## config.mk

```make
export PLATFORM = sky130hd
export DESIGN_NAME = lfsr_rng_quant
export DESIGN_NICKNAME = d
export VERILOG_FILES = /design/src/rtl/lfsr_rng_quant_pkg.sv /design/src/rtl/lfsr_rng_quant_lfsr_core.sv /design/src/rtl/lfsr_rng_quant.sv
export SDC_FILE = /design/constraint.sdc
export NUM_CORES = 1
export LEC_CHECK = 0
export ABC_AREA = 1
export CAP_MARGIN = 20
export CORE_ASPECT_RATIO = 0.6
export CORE_MARGIN = 2
export CORE_UTILIZATION = 50
export DETAILED_ROUTE_END_ITERATION = 6
export PLACE_DENSITY = 0.73
export SLEW_MARGIN = 10
export SYNTH_ARGS = -nofsm -noshare
export SYNTH_HDL_FRONTEND = slang
export SYNTH_HIERARCHICAL = 1
export SYNTH_SLANG_ARGS = --single-unit
```

## constraint.sdc

```tcl
create_clock -name clk -period 1.75 [get_ports clk]
set_input_delay 0.175 -clock clk [delete_from_list [all_inputs] [get_ports clk]]
set_output_delay 0.175 -clock clk [all_outputs]
set_load 0.02 [all_outputs]
```

## src/rtl/lfsr_rng_quant_pkg.sv

```systemverilog
// Shared types and constants for the LFSR random source and quantiser.
// Latency: n/a (declarations only).
// Backpressure: n/a.
package lfsr_rng_quant_pkg;

   // On-demand handshake states; ACK is the single cycle that ack is high
   typedef enum logic [1:0] {
      IDLE     = 2'd0,
      ACK      = 2'd1,
      WAIT_LOW = 2'd2
   } fsm_state_t;

   // Ceiling log2, returns 0 for values of 0 or 1
   function automatic int clog2(input int value);
      int r;
      r = 0;
      while ((longint'(1) << r) < longint'(value)) r = r + 1;
      return r;
   endfunction

   // One-hot mask for polynomial term x^n, which feeds from lfsr[n-1]
   function automatic logic [31:0] term(input int n);
      return 32'd1 << (n - 1);
   endfunction

   // Maximal-length feedback masks for widths 3..32
   function automatic logic [31:0] default_taps(input int width);
      case (width)
         3:  return term(3)  | term(2);
         4:  return term(4)  | term(3);
         5:  return term(5)  | term(3);
         6:  return term(6)  | term(5);
         7:  return term(7)  | term(6);
         8:  return term(8)  | term(6)  | term(5) | term(4);
         9:  return term(9)  | term(5);
         10: return term(10) | term(7);
         11: return term(11) | term(9);
         12: return term(12) | term(6)  | term(4) | term(1);
         13: return term(13) | term(4)  | term(3) | term(1);
         14: return term(14) | term(5)  | term(3) | term(1);
         15: return term(15) | term(14);
         16: return term(16) | term(15) | term(13) | term(4);
         17: return term(17) | term(14);
         18: return term(18) | term(11);
         19: return term(19) | term(6)  | term(2) | term(1);
         20: return term(20) | term(17);
         21: return term(21) | term(19);
         22: return term(22) | term(21);
         23: return term(23) | term(18);
         24: return term(24) | term(23) | term(22) | term(17);
         25: return term(25) | term(22);
         26: return term(26) | term(6)  | term(2) | term(1);
         27: return term(27) | term(5)  | term(2) | term(1);
         28: return term(28) | term(25);
         29: return term(29) | term(27);
         30: return term(30) | term(6)  | term(4) | term(1);
         31: return term(31) | term(28);
         32: return term(32) | term(22) | term(2) | term(1);
         default: return 32'd0;
      endcase
   endfunction

endpackage

```

## src/rtl/lfsr_rng_quant_lfsr_core.sv

```systemverilog
// Fibonacci LFSR step datapath with seed load and all-zero guard.
// Latency: lfsr updates one cycle after load/step; lfsr_next is combinational.
// Backpressure: none; steps only when told to, load wins over step.
module lfsr_core #(
   parameter int              WIDTH = 10,
   parameter logic [WIDTH-1:0] TAPS = 10'h240
) (
   input  logic             clk,
   input  logic             reset,
   input  logic             load,
   input  logic             step,
   input  logic [WIDTH-1:0] seed,
   output logic [WIDTH-1:0] lfsr,
   output logic [WIDTH-1:0] lfsr_next,
   output logic [WIDTH-1:0] load_val
);

   // A zero seed would lock the register, so it is promoted to 1
   assign load_val = (seed == '0) ? WIDTH'(1) : seed;

   // Next value: shift left, XOR of tapped bits enters at bit 0; escape from zero
   always_comb begin
      lfsr_next = {lfsr[WIDTH-2:0], ^(lfsr & TAPS)};
      if (lfsr == '0) lfsr_next = WIDTH'(1);
   end

   // State register: reset to 1, load has priority over step
   always_ff @(posedge clk) begin
      if (reset)     lfsr <= WIDTH'(1);
      else if (load) lfsr <= load_val;
      else if (step) lfsr <= lfsr_next;
   end

endmodule

```

## src/rtl/lfsr_rng_quant.sv

```systemverilog
// LFSR random source stepped by a tick divider or a req/ack handshake, with bucket quantiser.
// Latency: rnd/bin/valid appear one cycle after the step decision; ack coincides with valid.
// Backpressure: req is level-held; one step per req assertion, req must drop before the next.
module lfsr_rng_quant
   import lfsr_rng_quant_pkg::*;
#(
   parameter int               WIDTH    = 10,
   parameter logic [WIDTH-1:0] TAPS     = 10'h240,
   parameter int               TICK_DIV = 50_000_000,
   parameter int               BIN_BITS = 2,
   parameter int               SEQ_LEN  = 15
) (
   input  logic                        clk,
   input  logic                        reset,
   input  logic                        mode,
   input  logic                        seed_load,
   input  logic [WIDTH-1:0]            seed,
   input  logic                        req,
   output logic                        ack,
   output logic [WIDTH-1:0]            rnd,
   output logic [BIN_BITS-1:0]         bin,
   output logic                        valid,
   output logic [clog2(SEQ_LEN)-1:0]   sample_cnt,
   output logic                        wrap
);

   localparam int CNT_W  = clog2(SEQ_LEN);
   localparam int TICK_W = (TICK_DIV > 1) ? clog2(TICK_DIV) : 1;
   localparam logic [TICK_W-1:0] TICK_LAST = TICK_W'(TICK_DIV - 1);
   localparam logic [CNT_W-1:0]  CNT_LAST  = CNT_W'(SEQ_LEN - 1);

   logic [TICK_W-1:0] tick_cnt;
   logic              tick;
   logic              step;
   fsm_state_t        state_q;
   fsm_state_t        state_d;
   logic [WIDTH-1:0]  lfsr_next;
   logic [WIDTH-1:0]  load_val;

   assign tick = (tick_cnt == TICK_LAST);

   // Free-running divider; only reset and seed_load restart it, mode never does
   always_ff @(posedge clk) begin
      if (reset || seed_load) tick_cnt <= '0;
      else if (tick)          tick_cnt <= '0;
      else                    tick_cnt <= tick_cnt + TICK_W'(1);
   end

   // Handshake state register
   always_ff @(posedge clk) begin
      if (reset) state_q <= IDLE;
      else       state_q <= state_d;
   end

   // Step decision and handshake next-state; seed_load drops any step and parks in IDLE
   always_comb begin
      state_d = state_q;
      step    = 1'b0;
      ack     = (state_q == ACK);
      if (!mode) begin
         step    = tick;
         state_d = IDLE;
      end else begin
         case (state_q)
            IDLE: begin
               if (req) begin
                  step    = 1'b1;
                  state_d = ACK;
               end
            end
            ACK:      state_d = WAIT_LOW;
            WAIT_LOW: if (!req) state_d = IDLE;
            default:  state_d = IDLE;
         endcase
      end
      if (seed_load) begin
         step    = 1'b0;
         state_d = IDLE;
      end
   end

   lfsr_core #(
      .WIDTH (WIDTH),
      .TAPS  (TAPS)
   ) u_core (
      .clk       (clk),
      .reset     (reset),
      .load      (seed_load),
      .step      (step),
      .seed      (seed),
      .lfsr      (rnd),
      .lfsr_next (lfsr_next),
      .load_val  (load_val)
   );

   // Quantised bucket, step strobes and modulo sample counter
   always_ff @(posedge clk) begin
      if (reset) begin
         bin        <= '0;
         valid      <= 1'b0;
         wrap       <= 1'b0;
         sample_cnt <= '0;
      end else if (seed_load) begin
         bin        <= load_val[WIDTH-1 -: BIN_BITS];
         valid      <= 1'b0;
         wrap       <= 1'b0;
         sample_cnt <= '0;
      end else begin
         valid <= step;
         wrap  <= step && (sample_cnt == CNT_LAST);
         if (step) begin
            bin        <= lfsr_next[WIDTH-1 -: BIN_BITS];
            sample_cnt <= (sample_cnt == CNT_LAST) ? '0 : sample_cnt + CNT_W'(1);
         end
      end
   end

endmodule

```

==> results of run 1 <==
==> report_power, final <==
part / switching, mW / internal, mW
clock: 0.355 / 0.275
combinational: 0.129 / 0.114
sequential: 0.0213 / 1.07
total: 0.506 / 1.46
==> state kept, by name, summed over array words and instances (netlist names) <==
signal / count
tick_cnt: 26
wrap: 1
bin: 2
u_core/lfsr: 10
valid: 1
sample_cnt: 4
state_q: 2
==> layer usage <==
metal / part of all wire [%] / up-vias / track usage (%)
li1: - / 1235 / -
met1: 52 / 1116 / 35.4
met2: 39 / 100 / 32.7
met3: 8.8 / 6 / 5.47
met4: 0.54 / 0 / 4.49
met5: 0 / - / 0
==> worst paths after layout <==
path,from,end,slack [ns],cells after the start
min,tick_cnt[25],tick_cnt[25],0.49,2
max reg2reg,tick_cnt[24],u_core/lfsr[9],0.06,14
min reg2reg,tick_cnt[25],tick_cnt[25],0.49,2
max,tick_cnt[24],u_core/lfsr[9],0.06,14
==> cell type report <==
class,instances,share of cell area [%]
clock inverters,1,0.236
inverters,52,6.21
well taps,63,2.47
flip-flops and latches,46,29.1
clock buffers,6,2.28
repair buffers,54,15.7
multi-input cells,255,44.0
==> per-stage QoR <==
stage / total power, mW / util, % / instances
floorplan: 1.24 / - / 360
global placement: 1.34 / 64.4 / 466
detailed placement: 1.35 / 64.4 / 466
CTS: 1.97 / 66.4 / 474
global route: 2.05 / 67.7 / 477
finish: 1.96 / 67.7 / 477
==> critical path: stages, from the launching register on <==
cell     delay (ns)
dfxtp_1        0.34
inv_1          0.09
nand2_1        0.08
nor2_2         0.12
nand2_1        0.11
nor2_4         0.15
nand3_4        0.09
nand2_4        0.08
nand2_4        0.06
inv_4          0.07
nor2_4         0.06
a22oi_1        0.14
o21ai_0        0.10
nand2_1        0.07
inv_1          0.05
==> timing repair <==
action / in CTS / in global routing
resized for setup: 3 / 13
endpoints found under the setup margin: 9 / 11
setup buffers: 1 / 3
endpoints found under the hold margin: 0 / 0
pin swaps: 1 / 4
==> impl_metrics.json, run 1 <==
{
  "p_leak_nw": 1.28,
  "drive_gt1_share_pct": 20.0,
  "cts_max_path_buffers": 2,
  "mostFrequentLayoutCells": "nand2_1 (75), nor2_1 (56), inv_1 (45), dfxtp_1 (41), clkdlybuf4s50_1 (33)",
  "grt_pass1_vias": 2247,
  "io_pins": 34,
  "run_status": "completed",
  "required_ns": 1.95,
  "fill_cells": 415,
  "wire_per_inst_um": 12.8,
  "syn_nets": 376,
  "fp.dieW_um": 95.7,
  "grt.overflow.total": 0,
  "grt_antenna_before_repair": 0,
  "io_buffers": 33,
  "h-tree-depth": 2,
  "holdWs_ns": 0.490,
  "area_growth_pct": 26.2,
  "relSlewSlack_pct": 82.9,
  "post-route-drc-count": 0,
  "path_clk_slew_ns": 0.09,
  "dpl_cell_area_um2": 3030,
  "maxCapViolCount": 0,
  "track_usage_pct": 23.0,
  "mostFrequentLayoutCell": "nand2_1",
  "multi_input_area_um2": 1400,
  "cts.sinks": 46,
  "seq_area_um2": 927,
  "synthCells": 360,
  "yosys_warnings": 6,
  "die_y_um": 59.0,
  "grt_setup_unrepaired": "true",
  "preCtsSetupSlack_ns": -0.0163,
  "clock_latency_ns": 0.30,
  "gp_congestion": 0.897,
  "num_vias": 2457,
  "slew_viol_final": 0,
  "power_density_nw_per_um2": 616,
  "tightest_slew_ns": 0.256,
  "finalCritPeriodShare_pct": 96.8,
  "cts_tree": "built",
  "cp.arrival_ns": 1.90,
  "crit_fanout": 8,
  "fin_crit_ns": 1.69,
  "grt_max_degree": 27,
  "hold_buffers": 0,
  "max_freq_ghz": 0.590,
  "drt_iter0_drc": 129,
  "hp-class": "reg2reg",
  "ir_drop_mv": 0.467,
  "cts_inserted_buffers": 5,
  "antenna_left": 0,
  "syn_area_per_cell_um2": 7.01,
  "hold_viol": 0,
  "tns_ns": 0,
  "via_per_inst": 5.15,
  "initial_core_util_pct": 53.6,
  "fin_nets": 430,
  "core_area_um2": 4710,
  "clock-skew-final_ns": 0.00807,
  "critical_path_class": "reg2reg",
  "first_pass_iters": 5,
  "design_area_um2": 3190,
  "critPathLaunchType": "flip-flop",
  "finalSetupViolations": 0,
  "die_area_um2": 5650,
  "cts_root_buf": "clkbuf_8",
  "routed_wl_mm": 6.12,
  "layout_setup_ws_ns": 0.0557,
  "dp_hpwl_mm": 4.62,
  "n_antenna_cell": 0,
  "rows": 19,
  "synth_area_um2": 2520,
  "endpoint_kind": "flip-flop",
  "grt_pass1_wl_mm": 10.1
}
Power figures use the tool's default switching activity.
==> inputs of run 2 (changes only) <==
CORE_MARGIN = unset   (was 2)
CORE_UTILIZATION = 41   (was 50)
PLACE_DENSITY = 0.59   (was 0.73)
clock period = 2.17 ns   (was 1.75 ns; I/O delays follow)
==> run 2 against run 1 <==
Compared with the run above:
- non-clock buffer count fell by 17
- maximum frequency shrank 11%
- wire length shrank 5.2%
- highest routed layer unchanged
- largest cell class unchanged
- count of clock-buffer cells in the layout is 1 higher
- final cell count grew 0.21%
- clock power barely moved
- critical path type unchanged
==> impl_metrics.json, run 2 (same netlist as run 1, synthesis figures left out) <==
{
  "wire_per_inst_um": 12.1,
  "post-route-drc-count": 0,
  "run_status": "completed",
  "fin_util_pct": 53.0,
  "h-tree-depth": 2,
  "dpl_cell_area_um2": 2940,
  "io_pins": 34,
  "io_buffers": 33,
  "cp.arrival_ns": 2.10,
  "critPathLaunchType": "flip-flop",
  "critical_path_class": "reg2reg",
  "layout_setup_ws_ns": 0.257,
  "power_density_nw_per_um2": 554,
  "tns_ns": 0,
  "track_usage_pct": 19.5,
  "grt_pass1_vias": 2021,
  "fin_crit_ns": 1.91,
  "grt_max_degree": 27,
  "preCtsSetupSlack_ns": 0.238,
  "seq_area_um2": 921,
  "finalCritPeriodShare_pct": 88.1,
  "p_clk_share_pct": 37.2,
  "post_cts_buffers": 0,
  "crit_fanout": 8,
  "fin_nets": 413,
  "first_pass_iters": 4,
  "antenna_left": 0,
  "combPwrFrac_pct": 10.8,
  "cts_inserted_buffers": 5,
  "holdWs_ns": 0.456,
  "area_growth_pct": 20.8,
  "slew_viol_final": 0,
  "mostFrequentLayoutCells": "nand2_1 (75), nor2_1 (57), dfxtp_1 (46), inv_1 (45), clkdlybuf4s50_1 (33)",
  "p_leak_nw": 1.18,
  "fill_cells": 580,
  "pwr-share-seq_pct": 52.0,
  "power_mw": 1.69,
  "via_per_inst": 4.78,
  "relSlewSlack_pct": 61.2,
  "clock-skew-final_ns": 0.00801,
  "initial_core_util_pct": 43.9,
  "largest_reg_flops": 26,
  "grt_pass1_wl_mm": 9.72,
  "grt_setup_unrepaired": "false",
  "cts.sinks": 46,
  "die_area_um2": 6480,
  "n_antenna_cell": 0,
  "mostFrequentLayoutCell": "nand2_1",
  "routed_wl_mm": 5.80,
  "drt_iter0_drc": 160,
  "fp.dieW_um": 103,
  "grt.overflow.total": 0,
  "p_sw_share_pct": 23.7,
  "cts_root_buf": "clkbuf_8",
  "grt_antenna_before_repair": 0,
  "top_register": "tick_cnt",
  "num_vias": 2287,
  "hp-class": "reg2reg",
  "ir_drop_mv": 0.246,
  "hold_viol": 0,
  "max_freq_ghz": 0.523,
  "finalSetupViolations": 0,
  "drive_gt1_share_pct": 14.6,
  "cts_tree": "built",
  "stdcell_count": 478,
  "core_area_um2": 5750,
  "dp_cells": 470,
  "cts_max_path_buffers": 2,
  "multi_input_area_um2": 1370,
  "maxCapViolCount": 0,
  "clock_latency_ns": 0.29,
  "p_sw_uw": 400,
  "required_ns": 2.36,
  "dp_hpwl_mm": 4.54,
  "path_clk_slew_ns": 0.08,
  "internal_power_mw": 1.29,
  "tightest_slew_ns": 0.580,
  "rows": 21,
  "design_area_um2": 3050,
  "die_y_um": 62.8,
  "gp_congestion": 0.891,
  "reg_top3": "tick_cnt (26), u_core/lfsr (10), sample_cnt (4)",
  "endpoint_kind": "flip-flop",
  "hold_buffers": 0
}
==> run 2: power groups by stage <==
stage / logic (mW) / clock network, mW / registers, mW
CTS: 0.183 / 0.653 / 0.878
global placement: 0.182 / 0 / 0.898
global route: 0.200 / 0.700 / 0.881
detailed placement: 0.182 / 0 / 0.897
floorplan: 0.0833 / 0 / 0.913
finish: 0.183 / 0.629 / 0.878
==> run 2: final timing paths <==
path,startpoint,endpoint,slack (ns),depth (start not counted)
max,tick_cnt[0],u_core/lfsr[5],0.26,14
min,tick_cnt[0],tick_cnt[0],0.46,1
max reg2reg,tick_cnt[0],u_core/lfsr[5],0.26,14
min reg2reg,tick_cnt[0],tick_cnt[0],0.46,1
==> run 2: final cells by class <==
cell class              instances  share of cell area (%)
clock inverters                 1                   0.985
repair buffers                 37                    11.8
inverters                      52                    6.40
well taps                      80                    3.28
flip-flops and latches         46                    30.2
multi-input cells             255                    44.8
clock buffers                   7                    2.50
==> run 2: critical path, cell delays in order, from the launching register on <==
cell and delay [ns]:
dfxtp_1 0.36, ha_1 0.19, nand2_2 0.08, nor2_4 0.15, inv_2 0.07, nor2_4 0.13, nand3_4 0.10, nand2_4 0.11
nand2_4 0.09, inv_2 0.10, nor2_4 0.06, inv_2 0.08, o21ai_0 0.09, o21ai_0 0.15, inv_1 0.05
==> run 2: repair_timing <==
| action | CTS | global route |
|---|---|---|
| setup endpoints to repair | 0 | 1 |
| resized for setup | 0 | 1 |
| endpoints found under the hold margin | 0 | 0 |
==> run 2: metal layers <==
metal | vias up | GRT usage (%) | routed length [um]
met5 | - | 0 | 0
met4 | 0 | 4.75 | 22
met3 | 2 | 4.14 | 367
met2 | 64 | 23.8 | 2090
met1 | 1022 | 32.9 | 3330
li1 | 1199 | - | -
==> inputs of run 3 (changes only) <==
PLACE_DENSITY = 0.6   (was 0.59)
SYNTH_HIERARCHICAL = unset   (was 1)
==> run 3 against run 2 <==
Compared with the run above:
- critical path depth down 4
- maximum frequency down 0.93%
- core utilization up 0.29 points
- via count down 4.3%
- synthesized cell count down 7.8%
- sequential cell count down 2
- combinational power down 5%
- sequential share of layout area up 1.4 points
- die area down 8.7%
- final cell count down 9.2%
- total power down 11%
- clock power down 22%
==> impl_metrics.json, run 3 <==
{
  "min_delay_worst_endpoint": "tick_cnt[0]",
  "clock-skew-final_ns": 0.00389,
  "critical_path_class": "reg2reg",
  "first_pass_iters": 5,
  "synth_common_cells": "nand2_1 (74), nor2_1 (47), dfxtp_1 (44)",
  "finalSetupViolations": 0,
  "async_flop_share_pct": 0,
  "drive_gt1_share_pct": 10.1,
  "drt_iter0_drc": 254,
  "critical_path.top_delay_family": "simple AND/OR/NAND/NOR gates",
  "largest_reg_flops": 26,
  "rrSetupSlack_ns": 0.24,
  "mostFrequentLayoutCell": "nand2_1",
  "max_stage_delay_ns": 0.37,
  "ys_types": 33,
  "antenna_left": 0,
  "tightest_slew_ns": 0.520,
  "synth_edf_count": 0,
  "cp.arrival_ns": 2.11,
  "path_cells": "ha_1, nand2_1, inv_1, nand2_2, nor2_1, nand3_2, nand2_2, nand2_2, nand2_1, a21oi_1",
  "n_antenna_cell": 0,
  "slew_viol_final": 0,
  "grt_antenna_before_repair": 0,
  "synth.area.top_cells": "dfxtp_1 (38%), nand2_1 (12%), nor2_1 (7.7%)",
  "max_freq_ghz": 0.518,
  "p_leak_nw": 0.956,
  "die_area_um2": 5920,
  "num_vias": 2189,
  "synth_area_um2": 2300,
  "tns_ns": 0,
  "post-route-drc-count": 0,
  "power_density_nw_per_um2": 537,
  "required_ns": 2.35,
  "grt_max_degree": 27,
  "rows": 20,
  "grt_setup_unrepaired": "false",
  "reg_top3": "tick_cnt (26), u_core.lfsr (10), sample_cnt (4)",
  "power_mw": 1.50,
  "via_per_inst": 5.04,
  "ir_drop_mv": 0.349,
  "h-tree-depth": 2,
  "mostFrequentLayoutCells": "nand2_1 (74), nor2_1 (47), dfxtp_1 (44), clkdlybuf4s50_1 (33), inv_1 (30)",
  "fin_crit_ns": 1.93,
  "post_cts_buffers": 0,
  "io_pins": 34,
  "clock_latency_ns": 0.29,
  "ys_seq_elements": 44,
  "fill_cells": 533,
  "cts_max_path_buffers": 2,
  "hp-start": "tick_cnt[0]",
  "path_clk_slew_ns": 0.08,
  "cts_inserted_buffers": 5,
  "dpl_cell_area_um2": 2710,
  "track_usage_pct": 20.7,
  "run_status": "completed",
  "reg2reg_from": "tick_cnt[0]",
  "cp_slowest_cell": "dfxtp_1",
  "grt.overflow.total": 0,
  "yosysMostFrequentCell": "nand2_1",
  "routed_wl_mm": 5.77,
  "initial_core_util_pct": 43.9,
  "wire_per_inst_um": 13.3,
  "yosysSeqAreaShare_pct": 38.3,
  "cts_tree": "built",
  "synthCells": 332,
  "yosysTopAreaCellShare_pct": 38.3,
  "relSlewSlack_pct": 65.2,
  "area_growth_pct": 21.3,
  "io_buffers": 33,
  "top_register": "tick_cnt",
  "holdWs_ns": 0.477,
  "hold_viol": 0,
  "design_area_um2": 2790,
  "crit_fanout": 12,
  "path_buf_inv": 1,
  "hold_buffers": 0,
  "cts_root_buf": "clkbuf_8",
  "holdPathStages": 1,
  "fp.dieW_um": 98.6,
  "fin_nets": 384,
  "synth_top_area_cell": "dfxtp_1",
  "synth-main-ff-cell": "dfxtp_1",
  "finalCritPeriodShare_pct": 89.0,
  "core_area_um2": 5230,
  "r2r_end": "sample_cnt[2]",
  "grt_pass1_vias": 1898,
  "grt_pass1_wl_mm": 9.35,
  "yosys_warnings": 0,
  "gp_congestion": 0.914,
  "die_y_um": 60.0,
  "hp-class": "reg2reg",
  "dp_hpwl_mm": 4.41,
  "maxCapViolCount": 0,
  "ctsResizeCount": 0,
  "worst_path_most_repeated_cell": "nand2_2",
  "critPathLaunchType": "flip-flop",
  "cts.sinks": 44,
  "syn_nets": 348,
  "syn_area_per_cell_um2": 6.92,
  "reg2reg_depth": 10,
  "endpoint_kind": "flip-flop"
}
run 3: layout make-up:
class	count	area [um2]	share of cell area, %
clock inverter	1	5.00	0.180
sequential	44	881	31.6
clock buffer	6	72.6	2.60
tap	66	82.6	2.96
timing repair buffer	40	383	13.7
multi-input combinational	245	1240	44.6
inverter	32	120	4.31
run 3: worst register-to-register path: cells and delay by family, from the launching register on:
kind | cells | cell delay (ns)
AND/OR/NAND/NOR | 7 | 1.08
flip-flops | 1 | 0.37
adder cells (fa/ha/maj) | 1 | 0.23
buffers and inverters | 1 | 0.08
AO/OA/AOI/OAI | 1 | 0.06
run 3: how the worst max path moves through the flow:
| stage | slack [ns] | cells past startpoint | start | end |
|---|---|---|---|---|
| after floorplan | 0.74 | 10 | tick_cnt[0] | sample_cnt[1] |
| after global placement | 0.36 | 10 | tick_cnt[0] | sample_cnt[1] |
| after detailed placement | 0.29 | 10 | tick_cnt[0] | sample_cnt[1] |
| after CTS | 0.28 | 10 | tick_cnt[0] | sample_cnt[2] |
| after global routing | 0.07 | 10 | tick_cnt[0] | sample_cnt[2] |
| final | 0.24 | 10 | tick_cnt[0] | sample_cnt[2] |
run 3: kinds of logic after synthesis:
family	after synthesis	synth area share [%]
simple gates	190	39.8
compound gates	47	11.1
flops	44	38.3
buf+inv	43	7.57
xor+xnor	7	2.67
fa+ha+maj	1	0.545
run 3: metrics by stage:
| stage | worst slack (ns) | utilization, % | cells |
|---|---|---|---|
| final | 0.239 | 53.3 | 434 |
| after CTS | 0.279 | 53.3 | 434 |
| after detailed placement | 0.289 | 51.8 | 427 |
| after global placement | 0.358 | 51.8 | 427 |
| after floorplan | 0.741 | - | 332 |
| after global routing | 0.0720 | 53.3 | 434 |
run 3: per-layer routing:
layer	up-vias	global-route usage [%]	wire (um)
li1	1155	-	-
met1	962	35.1	3430
met2	68	24.9	1960
met5	-	0	0
met3	4	4.21	348
met4	0	3.84	27
run 3: report_power, final:
part / internal [mW] / total (mW) / leakage (nW) / switching, mW
registers: 0.822 / 0.835 / 0.356 / 0.0133
logic: 0.0776 / 0.173 / 0.558 / 0.0954
clock network: 0.219 / 0.489 / 0.0410 / 0.269
total: 1.12 / 1.50 / 0.956 / 0.378
==> patch: new RTL, settings of run 1 <==
Put one more register stage on the output `sample_cnt`. The value now appears one clock later. The other outputs are not delayed to match.
--- a/src/rtl/lfsr_rng_quant.sv
+++ b/src/rtl/lfsr_rng_quant.sv
@@ -28,6 +28,8 @@
    localparam int TICK_W = (TICK_DIV > 1) ? clog2(TICK_DIV) : 1;
    localparam logic [TICK_W-1:0] TICK_LAST = TICK_W'(TICK_DIV - 1);
    localparam logic [CNT_W-1:0]  CNT_LAST  = CNT_W'(SEQ_LEN - 1);
+
+   logic [clog2(SEQ_LEN)-1:0] sample_cnt_s0;
 
    logic [TICK_W-1:0] tick_cnt;
    logic              tick;
@@ -99,21 +101,25 @@
          bin        <= '0;
          valid      <= 1'b0;
          wrap       <= 1'b0;
-         sample_cnt <= '0;
+         sample_cnt_s0 <= '0;
       end else if (seed_load) begin
          bin        <= load_val[WIDTH-1 -: BIN_BITS];
          valid      <= 1'b0;
          wrap       <= 1'b0;
-         sample_cnt <= '0;
+         sample_cnt_s0 <= '0;
       end else begin
          valid <= step;
-         wrap  <= step && (sample_cnt == CNT_LAST);
+         wrap  <= step && (sample_cnt_s0 == CNT_LAST);
          if (step) begin
             bin        <= lfsr_next[WIDTH-1 -: BIN_BITS];
-            sample_cnt <= (sample_cnt == CNT_LAST) ? '0 : sample_cnt + CNT_W'(1);
+            sample_cnt_s0 <= (sample_cnt_s0 == CNT_LAST) ? '0 : sample_cnt_s0 + CNT_W'(1);
          end
       end
    end
 
+   always_ff @(posedge clk) begin
+      sample_cnt <= sample_cnt_s0;
+   end
+
 endmodule
 
Function: changed (a bounded check fails within 4 cycles, from zero or initial values and one cycle with reset high).
==> patch against run 1 <==
Area after synthesis up 0.89%. Sequential cell count is 4 higher. Total power grew 22%. Routed wire length shrank 2.9%. Clock skew about the same. Largest power group unchanged. Critical endpoint is now tick_cnt[21]$_SDFF_PP0_. Utilization fell by 1.6 points. Setup slack better by 0.0094 ns. Final area increased by 3.3%.
==> patch: results (changes against run 1) <==
| Metric | Value |
|---|---|
| Status | complete, no violations |
| Crit-path max cell delay | 0.36 ns (+0.02 ns) |
| Initial drt markers | 179 (+39%) |
| Largest registers | tick_cnt: 26 flops, u_core/lfsr: 10 flops |
| Post-layout nets | 433 (+0.70%) |
| Finished Layout Cells | 484 (+1.5%) |
| H-tree levels | 2 (unchanged) |
| Root buffer cell | clkbuf_8 |
| First-pass detailed-route iteration total | 4 (-1) |
| Clock share of power | 40.4% (+8.3 points) |
| Clk pin slew, worst setup/hold paths | about 0.1 ns |
| CTS Buffer Depth | 2 (unchanged) |
| Global-route wire length before repair | 9.67 mm (-4.1%) |
| Slowest cell on crit path | dfxtp_2 |
| Filler cells | 444 (+7.0%) |
| Area post-placement | 3060 sq um (+0.99%) |
| Post-Syn Nets | 377 (+0.27%) |
| Total track usage | 21.8% (-1.1 points) |
| GR Util met2 | 28.6% (-4.1 points) |
| Peak VDD IR | 0.544 mV (+17%) |
| Path type of the worst min-delay path | register to register |
| Placed Cells | 471 (+1.1%) |
| GR Util met1 | 35.7% (+0.34 points) |
| Pin count of the biggest net entering global routing | 27 (unchanged) |
| Final wirelength | 5.95 mm (-2.9%) |
| Layout cell share with drive strength beyond 1 | 19.1% (-0.91 points) |
| Worst relative slew slack | 75.1% (-7.9 points) |
| Vias in the first global route | 2081 (-7.4%) |
| Worst Skew | 0.00825 ns (+0.000176 ns) |
| Crit Path Max Fanout | 4 (-4) |
| Cell family with most CP delay | simple AND/OR/NAND/NOR gates |
| CTS buffer count | 5 (unchanged) |
| Synth warnings | 6 (unchanged) |
| Sw frac | 22.7% (-3.1 points) |
| GP Congestion | 0.886 (-1.2%) |
| Vias per cell | 4.99 (-3.1%) |
| Crit path DAT | 1.88 ns (-0.02 ns) |
| Synthesized area per cell | 7.05 sq um (+0.61%) |
| Diodes inserted | 0 (unchanged) |
| Port bufs | 33 (unchanged) |
| Dpl hpwl | 4.36 mm (-5.6%) |
| GR Util met3 | 5.47% (unchanged) |
| Pleak | 0.00129 uW (+0.96%) |
| Worst skew pair latency | 0.30 ns (about the same) |
==> patch: path summary, 6_finish.rpt <==
path	start	end	slack, ns	cells after the start
max	tick_cnt[0]$_SDFF_PP0_	tick_cnt[21]$_SDFF_PP0_	0.07	9
min	sample_cnt_s0[2]$_SDFFE_PP0P_	sample_cnt[2]$_DFF_P_	0.39	0
max reg2reg	tick_cnt[0]$_SDFF_PP0_	tick_cnt[21]$_SDFF_PP0_	0.07	9
min reg2reg	sample_cnt_s0[2]$_SDFFE_PP0P_	sample_cnt[2]$_DFF_P_	0.39	0
==> patch: what timing repair did <==
action / 4_1_cts / 5_1_grt
resized for setup: 5 / 18
hold buffers: 0 / 0
endpoints found under the setup margin: 9 / 11
pin swaps: 0 / 8
buffers inserted: 0 / 5
==> patch: per-stage QoR <==
stage,TNS [ns],setup WS [ns],total power [uW]
3_3_place_gp,0,0.0285,1440
3_5_place_dp,-0.236,-0.0574,1440
2_1_floorplan,0,0.0118,1330
6_report,0,0.0651,2390
4_1_cts,-0.00242,-0.00242,2410
5_1_grt,-0.254,-0.0437,2480
==> patch: per-layer routing <==
layer	wire, um	part of all wire, %
met5	0	0
met2	2380	40
met3	408	6.9
met4	19	0.32
met1	3150	53
==> patch: layout make-up <==
cell class / instances / area, sq um / area share (%)
multi-input combinational: 254 / 1350 / 41.0
sequential: 50 / 1010 / 30.7
timing repair buffer: 58 / 531 / 16.1
inverter: 48 / 183 / 5.55
tap: 66 / 82.6 / 2.51
clock buffer: 5 / 68.8 / 2.09
clock inverter: 3 / 68.8 / 2.09
==> patch: power groups by stage <==
stage	sequential [uW]	clock [uW]	combinational (uW)
after floorplan	1230	0	102
after global placement	1210	0	232
after detailed placement	1210	0	234
after CTS	1180	992	236
after global routing	1190	1030	262
final	1180	966	240
